--- config.mk ---
export PLATFORM = sky130hd
export DESIGN_NAME = uart_tx_sched_flat
export DESIGN_NICKNAME = d
export VERILOG_FILES = /design/src/rtl/uart_tx_sched_pkg.sv /design/src/rtl/uart_tx_sched_if.sv /design/src/rtl/uart_tx_sched_fifo.sv /design/src/rtl/uart_tx_sched.sv /design/src/flat_wrapper.sv
export SDC_FILE = /design/constraint.sdc
export NUM_CORES = 1
export LEC_CHECK = 0
export ABC_CLOCK_PERIOD_IN_PS = 5600
export BUFFER_PORTS_ARGS = -buffer_cell sky130_fd_sc_hd__buf_4
export CAP_MARGIN = 20
export CORE_ASPECT_RATIO = 1.25
export CORE_MARGIN = 1.5
export CORE_UTILIZATION = 51
export CTS_CLUSTER_SIZE = 40
export DETAILED_ROUTE_END_ITERATION = 12
export PLACE_DENSITY = 0.7
export SYNTH_ARGS = -nofsm -noshare
export SYNTH_HDL_FRONTEND = slang
export SYNTH_HIERARCHICAL = 1
export SYNTH_SLANG_ARGS = --single-unit
--- constraint.sdc ---
create_clock -name clk -period 5.6 [get_ports clk]
set_clock_uncertainty 0.1 [all_clocks]
set_input_delay 1.12 -clock clk [delete_from_list [all_inputs] [get_ports clk]]
set_output_delay 1.12 -clock clk [all_outputs]
set_load 0.02 [all_outputs]
--- src/rtl/uart_tx_sched_pkg.sv ---
// rtl/uart_tx_sched_pkg.sv - shared types for the UART transmit scheduler
package uart_sched_pkg;

  typedef enum logic [1:0] {
    IDLE,
    START,
    WAIT_BUSY,
    WAIT_DONE
  } tx_state_t;

  localparam logic PORT_CPU  = 1'b0;
  localparam logic PORT_TRAP = 1'b1;

endpackage

--- src/rtl/uart_tx_sched_if.sv ---
// rtl/uart_tx_sched_if.sv - byte source ports and transmitter handshake
interface uart_tx_sched_if;
  logic       s0_valid;
  logic [7:0] s0_data;
  logic       s0_last;
  logic       s0_ready;
  logic       s1_valid;
  logic [7:0] s1_data;
  logic       s1_last;
  logic       s1_ready;
  logic       uart_start;
  logic [7:0] uart_data;
  logic       uart_busy;

  modport master (
    output s0_valid, s0_data, s0_last, input s0_ready,
    output s1_valid, s1_data, s1_last, input s1_ready,
    input uart_start, uart_data, output uart_busy
  );

  modport slave (
    input s0_valid, s0_data, s0_last, output s0_ready,
    input s1_valid, s1_data, s1_last, output s1_ready,
    output uart_start, uart_data, input uart_busy
  );
endinterface

--- src/rtl/uart_tx_sched_fifo.sv ---
// rtl/uart_tx_sched_fifo.sv - sync_fifo: power-of-two synchronous FIFO with occupancy count
module sync_fifo #(
  parameter int DEPTH = 8,
  parameter int WIDTH = 8
) (
  input  logic                     clk,
  input  logic                     rst_n,
  input  logic                     push,
  input  logic [WIDTH-1:0]         push_data,
  input  logic                     pop,
  output logic [WIDTH-1:0]         head,
  output logic [$clog2(DEPTH):0]   count,
  output logic                     full,
  output logic                     empty
);
  localparam int AW = $clog2(DEPTH);
  localparam logic [AW:0]   CNT_ONE = 1;
  localparam logic [AW-1:0] PTR_ONE = 1;

  logic [WIDTH-1:0] mem [DEPTH];
  logic [AW-1:0]    wr_ptr, rd_ptr;
  logic             do_push, do_pop;

  assign full    = (count == (AW+1)'(DEPTH));
  assign empty   = (count == '0);
  assign do_push = push && !full;
  assign do_pop  = pop && !empty;
  assign head    = mem[rd_ptr];

  always_ff @(posedge clk) begin
    if (do_push) mem[wr_ptr] <= push_data;
  end

  // Pointers wrap naturally because DEPTH is a power of two.
  always_ff @(posedge clk or negedge rst_n) begin
    if (!rst_n) begin
      wr_ptr <= '0;
      rd_ptr <= '0;
      count  <= '0;
    end else begin
      if (do_push) wr_ptr <= wr_ptr + PTR_ONE;
      if (do_pop)  rd_ptr <= rd_ptr + PTR_ONE;
      case ({do_push, do_pop})
        2'b10:   count <= count + CNT_ONE;
        2'b01:   count <= count - CNT_ONE;
        default: count <= count;
      endcase
    end
  end
endmodule

--- src/rtl/uart_tx_sched.sv ---
// rtl/uart_tx_sched.sv - packet round-robin sharing of one UART transmitter between CPU and trap sources
module uart_tx_sched
  import uart_sched_pkg::*;
#(
  parameter int DEPTH        = 8,
  parameter int BUSY_TIMEOUT = 16
) (
  input  logic                   clk,
  input  logic                   rst_n,
  uart_tx_sched_if.slave         bus,
  output logic [$clog2(DEPTH):0] fifo_count,
  output logic                   idle
);
  localparam int TW = $clog2(BUSY_TIMEOUT + 1);
  localparam logic [TW-1:0] T_ONE = 1;

  tx_state_t   state, state_nx;
  logic [TW-1:0] timer, timer_nx;
  logic [7:0]  data_q, data_nx;
  logic        lock, gnt_q, rr;
  logic        gnt, gnt_valid, gnt_last;
  logic [7:0]  gnt_data, head;
  logic        push, pop, full, empty;

  // A locked grant holds until the last byte; ties go to the port not served last.
  always_comb begin
    if (lock)                              gnt = gnt_q;
    else if (bus.s0_valid && bus.s1_valid) gnt = rr;
    else if (bus.s1_valid)                 gnt = PORT_TRAP;
    else                                   gnt = PORT_CPU;
  end

  assign gnt_valid    = (gnt == PORT_TRAP) ? bus.s1_valid : bus.s0_valid;
  assign gnt_last     = (gnt == PORT_TRAP) ? bus.s1_last  : bus.s0_last;
  assign gnt_data     = (gnt == PORT_TRAP) ? bus.s1_data  : bus.s0_data;
  assign bus.s0_ready = (gnt == PORT_CPU)  && (lock || bus.s0_valid) && !full;
  assign bus.s1_ready = (gnt == PORT_TRAP) && (lock || bus.s1_valid) && !full;
  assign push         = gnt_valid && !full;

  always_ff @(posedge clk or negedge rst_n) begin
    if (!rst_n) begin
      lock  <= 1'b0;
      gnt_q <= PORT_CPU;
      rr    <= PORT_CPU;
    end else if (push) begin
      if (gnt_last) begin
        lock <= 1'b0;
        rr   <= ~gnt;
      end else begin
        lock  <= 1'b1;
        gnt_q <= gnt;
      end
    end
  end

  sync_fifo #(.DEPTH(DEPTH), .WIDTH(8)) u_fifo (
    .clk       (clk),
    .rst_n     (rst_n),
    .push      (push),
    .push_data (gnt_data),
    .pop       (pop),
    .head      (head),
    .count     (fifo_count),
    .full      (full),
    .empty     (empty)
  );

  always_ff @(posedge clk or negedge rst_n) begin
    if (!rst_n) begin
      state  <= IDLE;
      timer  <= '0;
      data_q <= '0;
    end else begin
      state  <= state_nx;
      timer  <= timer_nx;
      data_q <= data_nx;
    end
  end

  // Timer counts cycles since the start pulse so a silent transmitter frees us after BUSY_TIMEOUT.
  always_comb begin
    state_nx       = state;
    timer_nx       = timer;
    data_nx        = data_q;
    pop            = 1'b0;
    bus.uart_start = 1'b0;
    unique case (state)
      IDLE: begin
        if (!empty) begin
          state_nx = START;
          data_nx  = head;
          pop      = 1'b1;
        end
      end
      START: begin
        bus.uart_start = 1'b1;
        timer_nx       = T_ONE;
        state_nx       = WAIT_BUSY;
      end
      WAIT_BUSY: begin
        if (bus.uart_busy)                          state_nx = WAIT_DONE;
        else if (timer == TW'(BUSY_TIMEOUT - 1))    state_nx = IDLE;
        else                                        timer_nx = timer + T_ONE;
      end
      WAIT_DONE: begin
        if (!bus.uart_busy) state_nx = IDLE;
      end
      default: state_nx = IDLE;
    endcase
  end

  assign bus.uart_data = data_q;
  assign idle          = empty && (state == IDLE) && !lock;
endmodule

--- src/flat_wrapper.sv ---
// flat-port wrapper written by rule: the top's interface ports become plain ports
module uart_tx_sched_flat import uart_sched_pkg::*;
#(
  parameter int DEPTH        = 8,
  parameter int BUSY_TIMEOUT = 16
)
  (clk, rst_n, fifo_count, idle, bus_s0_valid, bus_s0_data, bus_s0_last, bus_s0_ready, bus_s1_valid, bus_s1_data, bus_s1_last, bus_s1_ready, bus_uart_start, bus_uart_data, bus_uart_busy);
  uart_tx_sched_if bus_i ();
  input  logic clk;
  input  logic rst_n;
  output logic [$clog2(DEPTH):0] fifo_count;
  output logic idle;
  input wire logic [$bits(bus_i.s0_valid)-1:0] bus_s0_valid;
  input wire logic [$bits(bus_i.s0_data)-1:0] bus_s0_data;
  input wire logic [$bits(bus_i.s0_last)-1:0] bus_s0_last;
  output wire logic [$bits(bus_i.s0_ready)-1:0] bus_s0_ready;
  input wire logic [$bits(bus_i.s1_valid)-1:0] bus_s1_valid;
  input wire logic [$bits(bus_i.s1_data)-1:0] bus_s1_data;
  input wire logic [$bits(bus_i.s1_last)-1:0] bus_s1_last;
  output wire logic [$bits(bus_i.s1_ready)-1:0] bus_s1_ready;
  output wire logic [$bits(bus_i.uart_start)-1:0] bus_uart_start;
  output wire logic [$bits(bus_i.uart_data)-1:0] bus_uart_data;
  input wire logic [$bits(bus_i.uart_busy)-1:0] bus_uart_busy;
  assign bus_i.s0_valid = bus_s0_valid;
  assign bus_i.s0_data = bus_s0_data;
  assign bus_i.s0_last = bus_s0_last;
  assign bus_s0_ready = bus_i.s0_ready;
  assign bus_i.s1_valid = bus_s1_valid;
  assign bus_i.s1_data = bus_s1_data;
  assign bus_i.s1_last = bus_s1_last;
  assign bus_s1_ready = bus_i.s1_ready;
  assign bus_uart_start = bus_i.uart_start;
  assign bus_uart_data = bus_i.uart_data;
  assign bus_i.uart_busy = bus_uart_busy;
  uart_tx_sched #(.DEPTH(DEPTH), .BUSY_TIMEOUT(BUSY_TIMEOUT)) u_core (.clk(clk), .rst_n(rst_n), .bus(bus_i), .fifo_count(fifo_count), .idle(idle));
endmodule
==> key figures <==
Setup path
  – CP Capture Type: flop
  – Arr. time, crit path: 3720 ps
  – CP Class: in -> reg
  – Worst-path fanout max: 9
  – Worst reg2reg path startpoint: u_core/state[1]
  – Reg2Reg Depth: 8
  – Worst Path Required: 5740 ps
  – CP Launch Type: primary input
  – Crit path launch: bus_s0_valid

STA
  – Final Critical Period: 3580 ps
  – RSZ-0062 raised after global routing: false
  – Total negative setup slack: 0 ps
  – Rel. slew slack: 0.304
  – Hold Vio Cnt, Final: 0
  – Max Freq: 0.279 GHz
  – Max Slew Vio Count: 0
  – Final setup violation count: 0
  – Slew @ Worst Pin: 1040 ps
  – Final Cycle Share: 0.639

CTS
  – H-tree levels: 3
  – CTS resizes: 0
  – Cts-stage hold buffer count: 0
  – Number of CTS-inserted buffers: 9
  – Clock Sinks: 92
  – CTS Buffer Depth: 2
  – Setup Buffers After CTS: 0
  – CTS tree: done
  – Root buf cell: clkbuf_8
  – Clk slew on worst S/H paths: 90 ps
  – Clk_lat worst skew: 360 ps

Power
  – Total power: 0.00262 W
  – Switching pwr: 0.000906 W
  – Clock network fraction of design power: 0.187
  – PD cells: 554 nW/um2
  – Worst vdd ir: 0.312 mV
  – Gate power share: 0.367
  – Sw Ratio: 0.346
  – Seq pwr share: 0.446
  – Internal power: 0.00171 W
  – LEAKAGE: 1.78 nW

Logic synthesis
  – Post-synthesis register bit count: 92
  – Yosys cell types: 50
  – Sequential share of the synthesized area: 0.631
  – Syn Inst Count: 254
  – Post-Syn Nets: 285
  – Share of the synthesized area in the top cell type: 0.463
  – Synth area leader: edfxtp_1
  – Syn. warnings: 6
  – Syn_area_per_cell: 16.4 um2
  – EDFF count, synth: 64
  – Mapped cell area: 4160 um2
  – Synth async-reset ratio: 0.304
  – Synth top area cells: edfxtp_1, dfrtp_1, mux4_1
  – Post-synth top flop: edfxtp_1

Job
  – Max Cap Violations: 0

Finish
  – Layout fillers: 587
  – Diodes inserted: 0
  – Layout cell share with drive strength beyond 1: 0.304
  – Fin area: 4730 um2
  – Commonest non-fill, non-tap cells in the layout: edfxtp_1, buf_4, dfrtp_1
  – Nets: 325
  – Commonest non-fill, non-tap cell in the layout: edfxtp_1
  – Area grow syn2layout: 13.8%

Routing
  – DR DRC count: 0
  – Vias: 2305
  – Antenna viol nets, final: 0
  – Initial DRC count: 147
  – DR pass1 iterations: 4
  – Number of vias per cell: 5.85
  – WL/cell: 18.9 um
  – Final wirelength: 7430 um

Min path
  – Worst hold path class: reg -> reg
  – Hold depth: 1
  – Min-delay src: u_core/bus.uart_data[1]

Placement
  – Post-DP Area: 4510 um2
  – IO Port Bufs: 38
  – Gp weighted congestion: 0.788
  – Final HPWL DP: 4680 um

Floorplanning
  – Die height: 104 um
  – Die Wd: 83.7 um
  – Starting Density: 0.530
  – Ports: 39
  – Row count: 36
  – Core ar.: 7840 um2
  – Die area: 8700 um2

GRT
  – First-pass GRT wire length: 11900 um
  – GRT overflow: 0
  – GRT Util Overall: 0.186
  – Vias in the first global route: 2293
  – Largest net degree at the start of global routing: 29
  – Antenna violations before repair: 0

Outcome
  – Outcome: finished, final reports clean
[power by group through the flow]
stage          logic, W  clock network, W  registers, W
2_1_floorplan  0.000747                 0       0.00113
3_3_place_gp   0.000947                 0       0.00118
3_5_place_dp   0.000969                 0       0.00119
4_1_cts        0.000972          0.000503       0.00117
5_1_grt         0.00105          0.000532       0.00120
6_report       0.000961          0.000490       0.00117
[final cells by class]
cell class | count | area, um2 | area share
clock buffers | 10 | 128 | 0.0270
clock inverters | 6 | 93.8 | 0.0199
inverters | 10 | 37.5 | 0.00794
multi-input cells | 143 | 1440 | 0.305
flip-flops and latches | 92 | 2620 | 0.555
well taps | 95 | 119 | 0.0251
repair buffers | 38 | 285 | 0.0603
[path summary, 6_finish.rpt]
path	end	slack, ps
max	u_core/u_fifo/count[3]	2020
min	u_core/bus.uart_data[1]	410
max reg2reg	u_core/u_fifo/count[3]	2130
min reg2reg	u_core/bus.uart_data[1]	410
max in group asynchronous	u_core/state[0]	4530
min in group asynchronous	u_core/u_fifo/count[1]	580
[metal layers]
layer | part of all wire | GRT usage | up-vias
met5 | 0 | 0 | -
met3 | 0.032 | 0.0333 | 12
met2 | 0.51 | 0.315 | 51
met4 | 0.019 | 0.0843 | 0
met1 | 0.44 | 0.233 | 1169
li1 | - | - | 1073
[kinds of logic after synthesis]
kind of cell | count (synthesis) | share of synthesized area
xor+xnor | 6 | 0.0126
mux | 45 | 0.179
flops | 92 | 0.631
buf+inv | 19 | 0.0244
compound gates | 31 | 0.0530
fa+ha+maj | 8 | 0.0259
simple gates | 53 | 0.0738
[worst max-delay path, stage by stage]
cell and delay, ps:
buf_4 100, a21oi_1 70, a211oi_1 640, nand2_2 160, ha_1 350, ha_1 370
or4b_2 650, o311ai_0 130, o211ai_1 120
[state kept, by name, summed over array words and instances (netlist names)]
signal and count:
u_core/u_fifo/mem 64, u_core/bus.uart_data 8, u_core/timer 5, u_core/u_fifo/count 4, u_core/u_fifo/rd_ptr 3, u_core/u_fifo/wr_ptr 3
u_core/state 2, u_core/gnt_q 1, u_core/lock 1, u_core/rr 1
[per-stage QoR]
| stage | util | hold slack [ps] | instances | worst slack [ps] |
|---|---|---|---|---|
| after global routing | 0.603 | 442 | 394 | 1780 |
| after global placement | 0.575 | 394 | 378 | 1720 |
| final | 0.603 | 415 | 394 | 2020 |
| after CTS | 0.603 | 420 | 394 | 2010 |
| after floorplan | - | 372 | 254 | 2040 |
| after detailed placement | 0.575 | 399 | 378 | 1640 |
[cells in the mapped netlist (all sizes together), types with 2 or more instances]
cell / n
a21oi: 7
a31oi: 2
buf: 6
clkbuf: 3
dfrtp: 28
edfxtp: 64
ha: 7
inv: 10
mux2: 27
mux2i: 2
mux4: 16
nand2: 11
nand2b: 4
nand3: 5
nor2: 11
nor2b: 3
nor3: 4
nor3b: 3
nor4: 2
o211ai: 3
o21ai: 10
or4b: 2
xnor2: 5
(Power assumes the default switching activity.)
